==> config.mk <==
export PLATFORM = sky130hd
export DESIGN_NAME = hazard_ctrl
export DESIGN_NICKNAME = d
export VERILOG_FILES = /design/src/rtl/hazard_ctrl.sv
export SDC_FILE = /design/constraint.sdc
export NUM_CORES = 1
export LEC_CHECK = 0
export CAP_MARGIN = 5
export CORE_ASPECT_RATIO = 0.5
export CORE_MARGIN = 10
export CORE_UTILIZATION = 49
export DETAILED_ROUTE_END_ITERATION = 7
export PLACE_DENSITY_LB_ADDON = 0.05
export REMOVE_ABC_BUFFERS = 1
export SYNTH_ARGS = -nofsm -noshare
export SYNTH_HDL_FRONTEND = slang
export SYNTH_SLANG_ARGS = --single-unit
==> constraint.sdc <==
create_clock -name clk -period 2.9 [get_ports clk]
set_input_delay 0.29 -clock clk [delete_from_list [all_inputs] [get_ports clk]]
set_output_delay 0.29 -clock clk [all_outputs]
set_load 0.05 [all_outputs]
==> src/rtl/hazard_ctrl.sv <==
// Pipeline hazard controller: resolves memory freeze, redirect and load-use
// hazards each cycle and keeps saturating stall/flush counters plus a timeout flag.
module hazard_ctrl #(
   parameter int CNT_W     = 32,
   parameter int TIMEOUT   = 255,
   parameter int TIMEOUT_W = 8
) (
   input  logic             clk,
   input  logic             reset,
   input  logic [4:0]       id_rs1,
   input  logic [4:0]       id_rs2,
   input  logic             id_uses_rs1,
   input  logic             id_uses_rs2,
   input  logic [4:0]       ex_rd,
   input  logic             ex_mem_read,
   input  logic             ex_branch_taken,
   input  logic             ex_jump,
   input  logic             mem_access,
   input  logic             dmem_ready,
   output logic             pc_write,
   output logic             pc_sel_target,
   output logic             if_id_write,
   output logic             if_id_flush,
   output logic             id_ex_flush,
   output logic             id_ex_hold,
   output logic             ex_mem_hold,
   output logic [1:0]       state,
   output logic [CNT_W-1:0] stall_cnt,
   output logic [CNT_W-1:0] flush_cnt,
   output logic             mem_timeout
);

   typedef enum logic [1:0] {
      RUN        = 2'd0,
      LOAD_STALL = 2'd1,
      MEM_WAIT   = 2'd2,
      REDIRECT   = 2'd3
   } state_t;

   state_t               state_q;
   state_t               state_next;
   logic [TIMEOUT_W-1:0] wait_cnt;
   logic                 freeze;
   logic                 redirect;
   logic                 load_use;
   logic                 stall_win;
   logic                 flush_win;

   assign state = state_q;

   // Hazard detection and priority resolution: freeze beats redirect beats load-use.
   always_comb begin
      freeze        = mem_access & ~dmem_ready;
      redirect      = ex_branch_taken | ex_jump;
      load_use      = ex_mem_read & (ex_rd != 5'd0) &
                      ((id_uses_rs1 & (id_rs1 == ex_rd)) |
                       (id_uses_rs2 & (id_rs2 == ex_rd)));
      pc_write      = 1'b0;
      pc_sel_target = 1'b0;
      if_id_write   = 1'b0;
      if_id_flush   = 1'b0;
      id_ex_flush   = 1'b0;
      id_ex_hold    = 1'b0;
      ex_mem_hold   = 1'b0;
      stall_win     = 1'b0;
      flush_win     = 1'b0;
      state_next    = RUN;
      if (reset) begin
         if_id_flush = 1'b1;
         id_ex_flush = 1'b1;
      end else if (freeze) begin
         // Nothing is flushed: the instruction held in EX re-presents afterwards.
         id_ex_hold  = 1'b1;
         ex_mem_hold = 1'b1;
         stall_win   = 1'b1;
         state_next  = MEM_WAIT;
      end else if (redirect) begin
         pc_write      = 1'b1;
         pc_sel_target = 1'b1;
         if_id_flush   = 1'b1;
         id_ex_flush   = 1'b1;
         flush_win     = 1'b1;
         state_next    = REDIRECT;
      end else if (load_use) begin
         id_ex_flush = 1'b1;
         stall_win   = 1'b1;
         state_next  = LOAD_STALL;
      end else begin
         pc_write    = 1'b1;
         if_id_write = 1'b1;
      end
   end

   // State, saturating event counters and the sticky memory timeout monitor.
   always_ff @(posedge clk) begin
      if (reset) begin
         state_q     <= RUN;
         stall_cnt   <= '0;
         flush_cnt   <= '0;
         wait_cnt    <= '0;
         mem_timeout <= 1'b0;
      end else begin
         state_q <= state_next;
         if (stall_win && (stall_cnt != '1)) begin
            stall_cnt <= stall_cnt + CNT_W'(1);
         end
         if (flush_win && (flush_cnt != '1)) begin
            flush_cnt <= flush_cnt + CNT_W'(1);
         end
         if (freeze) begin
            if (wait_cnt == TIMEOUT_W'(TIMEOUT)) begin
               mem_timeout <= 1'b1;
            end else begin
               wait_cnt <= wait_cnt + TIMEOUT_W'(1);
            end
         end else begin
            wait_cnt <= '0;
         end
      end
   end

endmodule

==> reports/results.tsv <==
metric	value	unit
die_area	12000	um2
cts_buffers	9	
leading_cell_type_in_the_layout_fill_and_taps_excluded	sky130_fd_sc_hd__clkdlybuf4s50_1	
layout.filler_cells	615	
first_global_vias	3460	
path_delay_family	buffers and inverters	
synthDominantCellAreaShare	0.393	
hold_class	in2reg	
layout-drive-gt1-share	0.0838	
clk_pin_slew	0.05	ns
globalRoute.busiestLayer	met2	
grt_util_met3	0.0711	
totalPowerFinal	2.42	mW
worst_r2r_startpoint	stall_cnt[10]	
critPathMaxStageDelay	0.53	ns
postRouteWirelength	9970	um
mostFrequentLayoutCells	sky130_fd_sc_hd__clkdlybuf4s50_1, sky130_fd_sc_hd__dfxtp_1, sky130_fd_sc_hd__nor2_1	
syn_avg_cell_area	8.35	um2
global_route.overflow_total	0	
cts_tree	yes	
maxCapViolCount	0	
setup_total_negative_slack	0	ns
final-setup-viol-count	0	
drt-initial-drc-count	156	
detail_route.first_pass.iterations	4	
yosys.cell_types.count	45	
critical_path_peak_fanout	3	
io_buffer_count	97	
placementRows	22	
worstPathCellList	clkdlybuf4s50_1 > or4_1 > o21ai_0 > buf_4 > nor2b_1 > o31ai_1 > buf_12	
syn_to_final_growth	36.8	%
critical_path.n_buffers_inverters	3	
arrival	2.32	ns
route.detailed.drc	0	
routedWlPerCell	14.9	um
antennaDiodeCount	0	
synthDominantAreaCellType	sky130_fd_sc_hd__dfxtp_1	
detail_route_antenna_nets	0	
nature_of_the_critical_path_startpoint	input port	
synth.yosys.warnings	0	
post-cts-setup-buffers	0	
route.detailed.vias_per_inst	5.47	
timing.rr.end	stall_cnt[22]	
num-nets-final	583	
cts-root-buf	sky130_fd_sc_hd__clkbuf_16	
clock_insertion_delay_worst_skew	0.33	ns
final_hold_viol_count	0	
routabilityCongestion	0.840	
postSynth.topFlopCell	sky130_fd_sc_hd__dfxtp_1	
async_reset_ff_frac	0	
postSynthRegisterBits	75	
worst-setup-path-type	in2out	
rr_worst_depth	7	
power_leakage	1.76	nW
use_met1	0.180	
grt_antenna_before_repair	1	
dieHeight	82.5	um
post-dp-hpwl	7320	um
grt_pass1_wl	16700	um
slew_viol_final	0	
final_skew	0.00427	ns
max_clock_freq	0.383	GHz
ir_worst_vdd	0.000313	V
cp.required	2.61	ns
power_density_over_cell_area	463	nW/um2
synthTopCellsByArea	sky130_fd_sc_hd__dfxtp_1, sky130_fd_sc_hd__xor2_1, sky130_fd_sc_hd__nor2_1	
cts_max_path_buffers	2	
crit_path_end	pc_write	
gr-usage-all-layers	0.168	
path_depth	7	
die_w	145	um
timing_worst_slew_pin_value	0.737	ns
maximum_number_of_pins_on_one_net_before_global_route_repair	58	
cp_slowest_cell	sky130_fd_sc_hd__or4_1	
result_of_the_run	finished, final reports clean	
cp-startpoint	ex_rd[1]	
cts_htree_levels	3	
number_of_gates_resized_after_cts	0	
synth_cells	458	
seq_area_frac_synth	0.393	
final.min_clock_period	2.61	ns
start_util	0.513	
worst_setup_path_end_kind	output port	
setup.reg_to_reg.worst_slack	0.53	ns
groute.layer.met2.usage	0.302	
timing.final.crit_share	0.900	
vias	3657	
grt_setup_unrepaired	no	
design.core.area	7460	um2
cts_hold_repair.buffers	0	
netlist_area_pre_place	3820	um2
slew-limit-headroom	0.507	
synth_edf_count	0	
tritoncts_num_sinks	75	
design.portCount	98	
report_power, final:
group,leakage [nW],switching [mW],internal [mW],total (mW)
Combinational,0.989,0.0977,0.0712,0.169
Clock,0.165,0.416,0.795,1.21
Sequential,0.605,0.00612,1.04,1.04
Yosys cell counts (all sizes together), types with 4 or more instances:
| cell type | instances |
|---|---|
| dfxtp | 75 |
| o21ai | 28 |
| and3 | 11 |
| or3 | 29 |
| inv | 7 |
| or4 | 11 |
| a21oi | 34 |
| nor2b | 4 |
| clkbuf | 13 |
| nand4 | 31 |
| nand2 | 25 |
| xnor2 | 17 |
| nor3 | 9 |
| mux2i | 5 |
| nand3 | 29 |
| nor2 | 51 |
| o31ai | 9 |
| nor4 | 5 |
| xor2 | 25 |
| and4 | 9 |
| buf | 9 |
| nand2b | 6 |
state kept, by name, indices dropped and copies added (netlist names):
signal	cells
state	2
mem_timeout	1
flush_cnt	32
wait_cnt	8
stall_cnt	32
metrics by stage:
step / instances / setup WS, ns / utilization / hold WS (ns) / instance area (um2)
finish: 669 / 0.290 / 0.701 / 0.309 / 5230
global placement: 653 / 0.274 / 0.657 / 0.457 / 4900
global route: 669 / 0.211 / 0.701 / 0.318 / 5230
CTS: 669 / 0.273 / 0.701 / 0.306 / 5230
detailed placement: 653 / 0.214 / 0.657 / 0.467 / 4900
floorplan: 436 / 0.256 / - / 0.359 / 3700
cell families (layout without fill, tap and decap cells):
kind of cell	Yosys count	after routing	share of synthesized area
and+or+nand+nor	227	227	0.333
AOI/OAI and AO/OA	76	76	0.114
DFF	75	75	0.393
xor gates and xnor gates	42	42	0.0962
buffers and inverters	29	132	0.0386
muxes	6	6	0.0160
adders and majority gates	3	3	0.00981
metal layers:
metal  share of wire  vias up
met5          0.0013        -
met4           0.013        2
met3           0.071       12
met2            0.48       75
met1            0.43     1702
li1                -     1866
cell type report:
cell class | count | area (um2) | area share
flip-flops and latches | 75 | 1500 | 0.287
well taps | 108 | 135 | 0.0258
clock buffers | 11 | 253 | 0.0483
inverters | 7 | 26.3 | 0.00502
clock inverters | 5 | 75.1 | 0.0143
multi-input cells | 354 | 2180 | 0.416
repair buffers | 109 | 1070 | 0.204
worst reg2reg max path, stage by stage (launching register included):
cell and delay [ns]:
sky130_fd_sc_hd__dfxtp_1 0.43, sky130_fd_sc_hd__and4_2 0.33, sky130_fd_sc_hd__nand3_4 0.13, sky130_fd_sc_hd__or4_4 0.52
sky130_fd_sc_hd__o211ai_4 0.32, sky130_fd_sc_hd__buf_4 0.31, sky130_fd_sc_hd__or3_1 0.13, sky130_fd_sc_hd__a21oi_1 0.06
how the worst min path moves through the flow:
stage | start | to | slack (ns) | cells after the start
2_1_floorplan | reset | flush_cnt[1] | 0.36 | 1
3_3_place_gp | mem_timeout | mem_timeout | 0.46 | 2
3_5_place_dp | mem_timeout | mem_timeout | 0.47 | 2
4_1_cts | reset | flush_cnt[7] | 0.31 | 2
5_1_grt | reset | flush_cnt[7] | 0.32 | 2
6_report | reset | flush_cnt[8] | 0.31 | 2
No activity file was read; power rests on OpenSTA's default activity.
